### src/rtl/ndp_axis_tx_packer.sv
// ---------------------------------------------------------------------------
// ndp_axis_tx_packer
// Transmit end of the NDP result path. Takes WIDTH-bit result elements over
// a valid/ready handshake, packs element pairs into AXIS_WIDTH-bit beats and
// streams them out through a first-word-fall-through beat FIFO, using tlast
// to mark the end of each result vector.
//
// Ports
//   axi_aclk       in   single clock, rising edge
//   axi_areset     in   synchronous active-high reset
//   in_data        in   result element
//   in_valid       in   in_data valid
//   in_last        in   element ends the current result vector
//   in_ready       out  element accepted this cycle when in_valid is high
//   m_axis_tdata   out  output beat (FIFO head, zero when empty)
//   m_axis_tvalid  out  FIFO holds at least one beat
//   m_axis_tlast   out  head beat ends a packet
//   m_axis_tready  in   downstream accepts the head beat
//   pkt_count      out  transferred tlast beats (wraps)
//   beat_count     out  transferred beats (wraps)
// ---------------------------------------------------------------------------
module ndp_axis_tx_packer #(
    parameter int unsigned WIDTH      = 16,
    parameter int unsigned AXIS_WIDTH = 32,
    parameter int unsigned FIFO_DEPTH = 8,
    parameter int unsigned CNT_WIDTH  = 16
) (
    input  logic                  axi_aclk,
    input  logic                  axi_areset,
    input  logic [WIDTH-1:0]      in_data,
    input  logic                  in_valid,
    input  logic                  in_last,
    output logic                  in_ready,
    output logic [AXIS_WIDTH-1:0] m_axis_tdata,
    output logic                  m_axis_tvalid,
    output logic                  m_axis_tlast,
    input  logic                  m_axis_tready,
    output logic [CNT_WIDTH-1:0]  pkt_count,
    output logic [CNT_WIDTH-1:0]  beat_count
);

    localparam int unsigned PTR_W = (FIFO_DEPTH > 1) ? $clog2(FIFO_DEPTH) : 1;
    localparam int unsigned LVL_W = $clog2(FIFO_DEPTH + 1);
    localparam logic [LVL_W-1:0] LVL_FULL = LVL_W'(FIFO_DEPTH);

    typedef enum logic {
        ST_EMPTY = 1'b0,
        ST_HALF  = 1'b1
    } pack_state_t;

    // Pack state and lower-lane holding register
    pack_state_t             r_state;
    pack_state_t             w_state_nxt;
    logic [WIDTH-1:0]        r_hold;
    logic [WIDTH-1:0]        w_hold_nxt;

    // FIFO storage and bookkeeping
    logic [AXIS_WIDTH-1:0]   r_mem_data [FIFO_DEPTH];
    logic                    r_mem_last [FIFO_DEPTH];
    logic [PTR_W-1:0]        r_wr_ptr;
    logic [PTR_W-1:0]        r_rd_ptr;
    logic [LVL_W-1:0]        r_count;

    logic [CNT_WIDTH-1:0]    r_pkt_count;
    logic [CNT_WIDTH-1:0]    r_beat_count;

    logic                    w_in_ready;
    logic                    w_accept;
    logic                    w_push;
    logic [AXIS_WIDTH-1:0]   w_push_data;
    logic                    w_push_last;
    logic                    w_fifo_valid;
    logic                    w_pop;

    // Ready depends only on reset and the registered FIFO level, so a pop in
    // the same cycle never opens the input early.
    assign w_in_ready   = !axi_areset && (r_count != LVL_FULL);
    assign w_accept     = in_valid && w_in_ready;
    assign w_fifo_valid = (r_count != '0);
    assign w_pop        = w_fifo_valid && m_axis_tready;

    // Pack FSM: state register
    always_ff @(posedge axi_aclk) begin
        if (axi_areset) begin
            r_state <= ST_EMPTY;
            r_hold  <= '0;
        end else begin
            r_state <= w_state_nxt;
            r_hold  <= w_hold_nxt;
        end
    end

    // Pack FSM: next state and beat push. Every accept in HALF, and a
    // last-flagged accept in EMPTY, produces a beat; the FIFO always has
    // room because accept implies not full.
    always_comb begin
        w_state_nxt = r_state;
        w_hold_nxt  = r_hold;
        w_push      = 1'b0;
        w_push_data = '0;
        w_push_last = 1'b0;
        case (r_state)
            ST_EMPTY: begin
                if (w_accept) begin
                    if (in_last) begin
                        // Odd-length tail: upper lane zero-padded
                        w_push      = 1'b1;
                        w_push_data = AXIS_WIDTH'({{WIDTH{1'b0}}, in_data});
                        w_push_last = 1'b1;
                    end else begin
                        w_hold_nxt  = in_data;
                        w_state_nxt = ST_HALF;
                    end
                end
            end
            ST_HALF: begin
                if (w_accept) begin
                    w_push      = 1'b1;
                    w_push_data = AXIS_WIDTH'({in_data, r_hold});
                    w_push_last = in_last;
                    w_state_nxt = ST_EMPTY;
                end
            end
            default: begin
                w_state_nxt = ST_EMPTY;
            end
        endcase
    end

    // FIFO storage: no reset needed, empty FIFO masks the outputs
    always_ff @(posedge axi_aclk) begin
        if (w_push) begin
            r_mem_data[r_wr_ptr] <= w_push_data;
            r_mem_last[r_wr_ptr] <= w_push_last;
        end
    end

    // FIFO pointers and level; pointers wrap naturally at a power-of-two depth
    always_ff @(posedge axi_aclk) begin
        if (axi_areset) begin
            r_wr_ptr <= '0;
            r_rd_ptr <= '0;
            r_count  <= '0;
        end else begin
            if (w_push) begin
                r_wr_ptr <= r_wr_ptr + PTR_W'(1);
            end
            if (w_pop) begin
                r_rd_ptr <= r_rd_ptr + PTR_W'(1);
            end
            case ({w_push, w_pop})
                2'b10:   r_count <= r_count + LVL_W'(1);
                2'b01:   r_count <= r_count - LVL_W'(1);
                default: r_count <= r_count;
            endcase
        end
    end

    // Transfer status counters
    always_ff @(posedge axi_aclk) begin
        if (axi_areset) begin
            r_beat_count <= '0;
            r_pkt_count  <= '0;
        end else if (w_pop) begin
            r_beat_count <= r_beat_count + CNT_WIDTH'(1);
            if (r_mem_last[r_rd_ptr]) begin
                r_pkt_count <= r_pkt_count + CNT_WIDTH'(1);
            end
        end
    end

    // Head of FIFO drives the stream; held until popped
    assign in_ready      = w_in_ready;
    assign m_axis_tvalid = w_fifo_valid;
    assign m_axis_tdata  = w_fifo_valid ? r_mem_data[r_rd_ptr] : '0;
    assign m_axis_tlast  = w_fifo_valid ? r_mem_last[r_rd_ptr] : 1'b0;
    assign pkt_count     = r_pkt_count;
    assign beat_count    = r_beat_count;

endmodule
### config.mk
export PLATFORM = sky130hd
export DESIGN_NAME = ndp_axis_tx_packer
export DESIGN_NICKNAME = d
export VERILOG_FILES = /design/src/rtl/ndp_axis_tx_packer.sv
export SDC_FILE = /design/constraint.sdc
export NUM_CORES = 1
export LEC_CHECK = 0
export CORE_ASPECT_RATIO = 0.75
export CORE_MARGIN = 3
export CORE_UTILIZATION = 45
export DETAILED_ROUTE_END_ITERATION = 16
export HOLD_SLACK_MARGIN = 0.06
export REMOVE_ABC_BUFFERS = 1
export SLEW_MARGIN = 20
export SYNTH_ARGS = -nofsm -noshare
export SYNTH_HDL_FRONTEND = slang
export SYNTH_SLANG_ARGS = --single-unit
### constraint.sdc
create_clock -name axi_aclk -period 7.2 [get_ports axi_aclk]
set_clock_uncertainty 0.1 [all_clocks]
set_input_delay 1.44 -clock axi_aclk [delete_from_list [all_inputs] [get_ports axi_aclk]]
set_output_delay 1.44 -clock axi_aclk [all_outputs]
set_load 0.01 [all_outputs]
==> out/qor.csv <==
metric,value,unit
clock tree buffer depth,3,
largest net degree at the start of global routing,62,
Leak,4.98,nW
Setup TNS,0,ns
status,finished clean,
asr flop ratio synth,0,
final-stage net count,891,
setup violators final,0,
WL per Instance,22.0,um
Fillers,2266,
YS warnings,0,
final wirelength,28.0,mm
drt via density,5.56,
Site Rows,53,
Ant. Diodes,0,
Hold Path Class,reg2reg,
final hold violations,0,
relative slew slack,0.336,
WP buf/inv,2,
P per Cell Area,300,mW/mm^2
num ports,88,
Post-CTS Setup Bufs,0,
largest fanout on the critical path,47,
Final min period,4.96,ns
post-synthesis sequential area ratio,0.703,
cts repair resizes,0,
vias after detailed routing,7072,
Place WS,2.68,ns
global-route usage over all layers,0.181,
setup ws final,2.24,ns
most common library cells after synthesis,"edfxtp_1 (264), nor2_1 (85), mux4_2 (64)",
RSZ-0062 raised after global routing,no,
H-tree depth,1,
number of global-route vias before repair,7432,
gpl congestion,0.768,
slowest CP cell,dfxtp_4,
initial antenna violation count,1,
kind of critical path,reg2out,
I/O Buffers,87,
Yosys reg bits,326,
CTS sink cnt,326,
"delay-heaviest family, CP",buffers and inverters,
maximum VDD drop,0.000203,V
clock root cell,clkbuf_16,
Non-Filler Instances,1273,
"Clk Latency, worst-skew pair",0.56,ns
Post-synth EDFFs,264,
Area Growth Syn to Fin,18.2,%
Power Total,4.63,mW
# placed instances,1215,
Worst setup EP type,primary output,
CTS tree,done,
Max Cap Viol,0,
Final Util,0.545,
Worst setup SP type,register,
worst-margin pin slew,0.995,ns
fmax,0.202,GHz
Synth Instances,763,
Die ar.,0.0311,sq mm
dominant cells by area after synthesis,"edfxtp_1 (61%), mux4_2 (11%), dfxtp_1 (9.5%)",
commonest register cell after synthesis,edfxtp_1,
share of layout cells above drive strength 1,0.185,
DRT iter0 DRCs,455,
CORE AREA,0.0282,sq mm
unique cell type count in the Yosys netlist,50,
DRC violations left,0,
Final Cycle Share,0.689,
crit-path max cell delay,0.98,ns
mapped cell area,0.0130,sq mm
post-synth top area share,0.608,
iteration count of the initial detailed-routing pass,4,
first-pass GRT wire length,43.7,mm
DRT antenna net count,0,
CTS buffer count,31,
syn_area_per_cell,17.1,sq um
arrival time worst endpoint,3.42,ns
Starting Density,0.461,
hold_buf cts,0,
CP Cell Sequence,buf_4 -> mux2_2 -> a2bb2oi_2 -> and3_1 -> clkdlybuf4s50_1,
Max Transition Viols Final,0,
Yosys top cell by area,edfxtp_1,
Die Wd,203,um
Die Ht,153,um
most frequent cell after synthesis,edfxtp_1,
grt total ovfl,0,
Critical Path RT,5.66,ns
DP Wirelength,16.1,mm
"Reg clk slew, reported paths",0.06,ns
## per-stage QoR
step,area [sq um],hold slack [ns]
2_1_floorplan,12800,0.347
3_3_place_gp,14400,0.360
3_5_place_dp,14400,0.384
4_1_cts,15400,0.393
5_1_grt,15400,0.425
6_report,15400,0.394
## flip-flops by register name, summed over array words and instances (netlist names), named ones only
signal	cells
r_mem_data	256
beat_count	16
pkt_count	16
r_hold	16
r_mem_last	8
r_count	4
r_rd_ptr	3
r_wr_ptr	3
r_state	1
## power breakdown
part,internal [mW],total (mW),switching (mW),leakage (nW)
combinational,0.478,0.869,0.392,1.52
sequential,2.06,2.17,0.109,2.98
clock,0.912,1.59,0.680,0.485
## worst register-to-register path, stage by stage, from the launching register on
cell	delay [ns]
dfxtp_4	0.98
buf_4	0.55
mux2_2	0.25
a2bb2oi_2	0.31
nand3_2	0.35
or4_1	0.61
a21oi_1	0.18
## layout make-up
| type | instances | area, sq um | area share |
|---|---|---|---|
| Sequential cell | 326 | 9180 | 0.596 |
| Tap cell | 385 | 482 | 0.0313 |
| Inverter | 7 | 26.3 | 0.00171 |
| Multi-Input combinational cell | 389 | 3700 | 0.240 |
| Timing Repair Buffer | 108 | 1020 | 0.0664 |
| Clock buffer | 39 | 816 | 0.0530 |
| Clock inverter | 19 | 186 | 0.0121 |
## logic make-up after synthesis
group	Yosys count	synth area share
mux	118	0.152
simple gates	185	0.0709
compound gates	52	0.0312
flops	326	0.703
buf+inv	48	0.0176
xor+xnor	27	0.0181
fa+ha+maj	7	0.00672
## worst paths after layout
| check | from | end | slack [ns] | cells after the start |
|---|---|---|---|---|
| hold reg to reg | pkt_count[15]$_SDFFE_PP0P_ | pkt_count[15]$_SDFFE_PP0P_ | 0.39 | 2 |
| hold / removal | pkt_count[15]$_SDFFE_PP0P_ | pkt_count[15]$_SDFFE_PP0P_ | 0.39 | 2 |
| setup / recovery | register | m_axis_tlast | 2.24 | 5 |
| setup reg to reg | register | pkt_count[11]$_SDFFE_PP0P_ | 3.80 | 6 |
## layout by cell type, fill, tap and decap left out, types with 19 or more instances in the layout
| cell | synthesis | layout |
|---|---|---|
| mux2i_1 | 53 | 53 |
| clkdlybuf4s50_1 | 0 | 86 |
| clkbuf_16 | 0 | 31 |
| nor2_1 | 85 | 84 |
| nand2_1 | 19 | 19 |
| dfxtp_1 | 62 | 59 |
| buf_4 | 0 | 21 |
| mux4_2 | 64 | 64 |
| edfxtp_1 | 264 | 264 |
| xor2_1 | 21 | 21 |
## per-layer routing
layer  GRT usage  vias up  share of wire
met1       0.254     3699           0.45
met4      0.0382        2          0.018
li1            -     3178              -
met2       0.305      153           0.49
met3      0.0273       40          0.041
met5           0        -        0.00072
No activity file was read; power rests on OpenSTA's default activity.
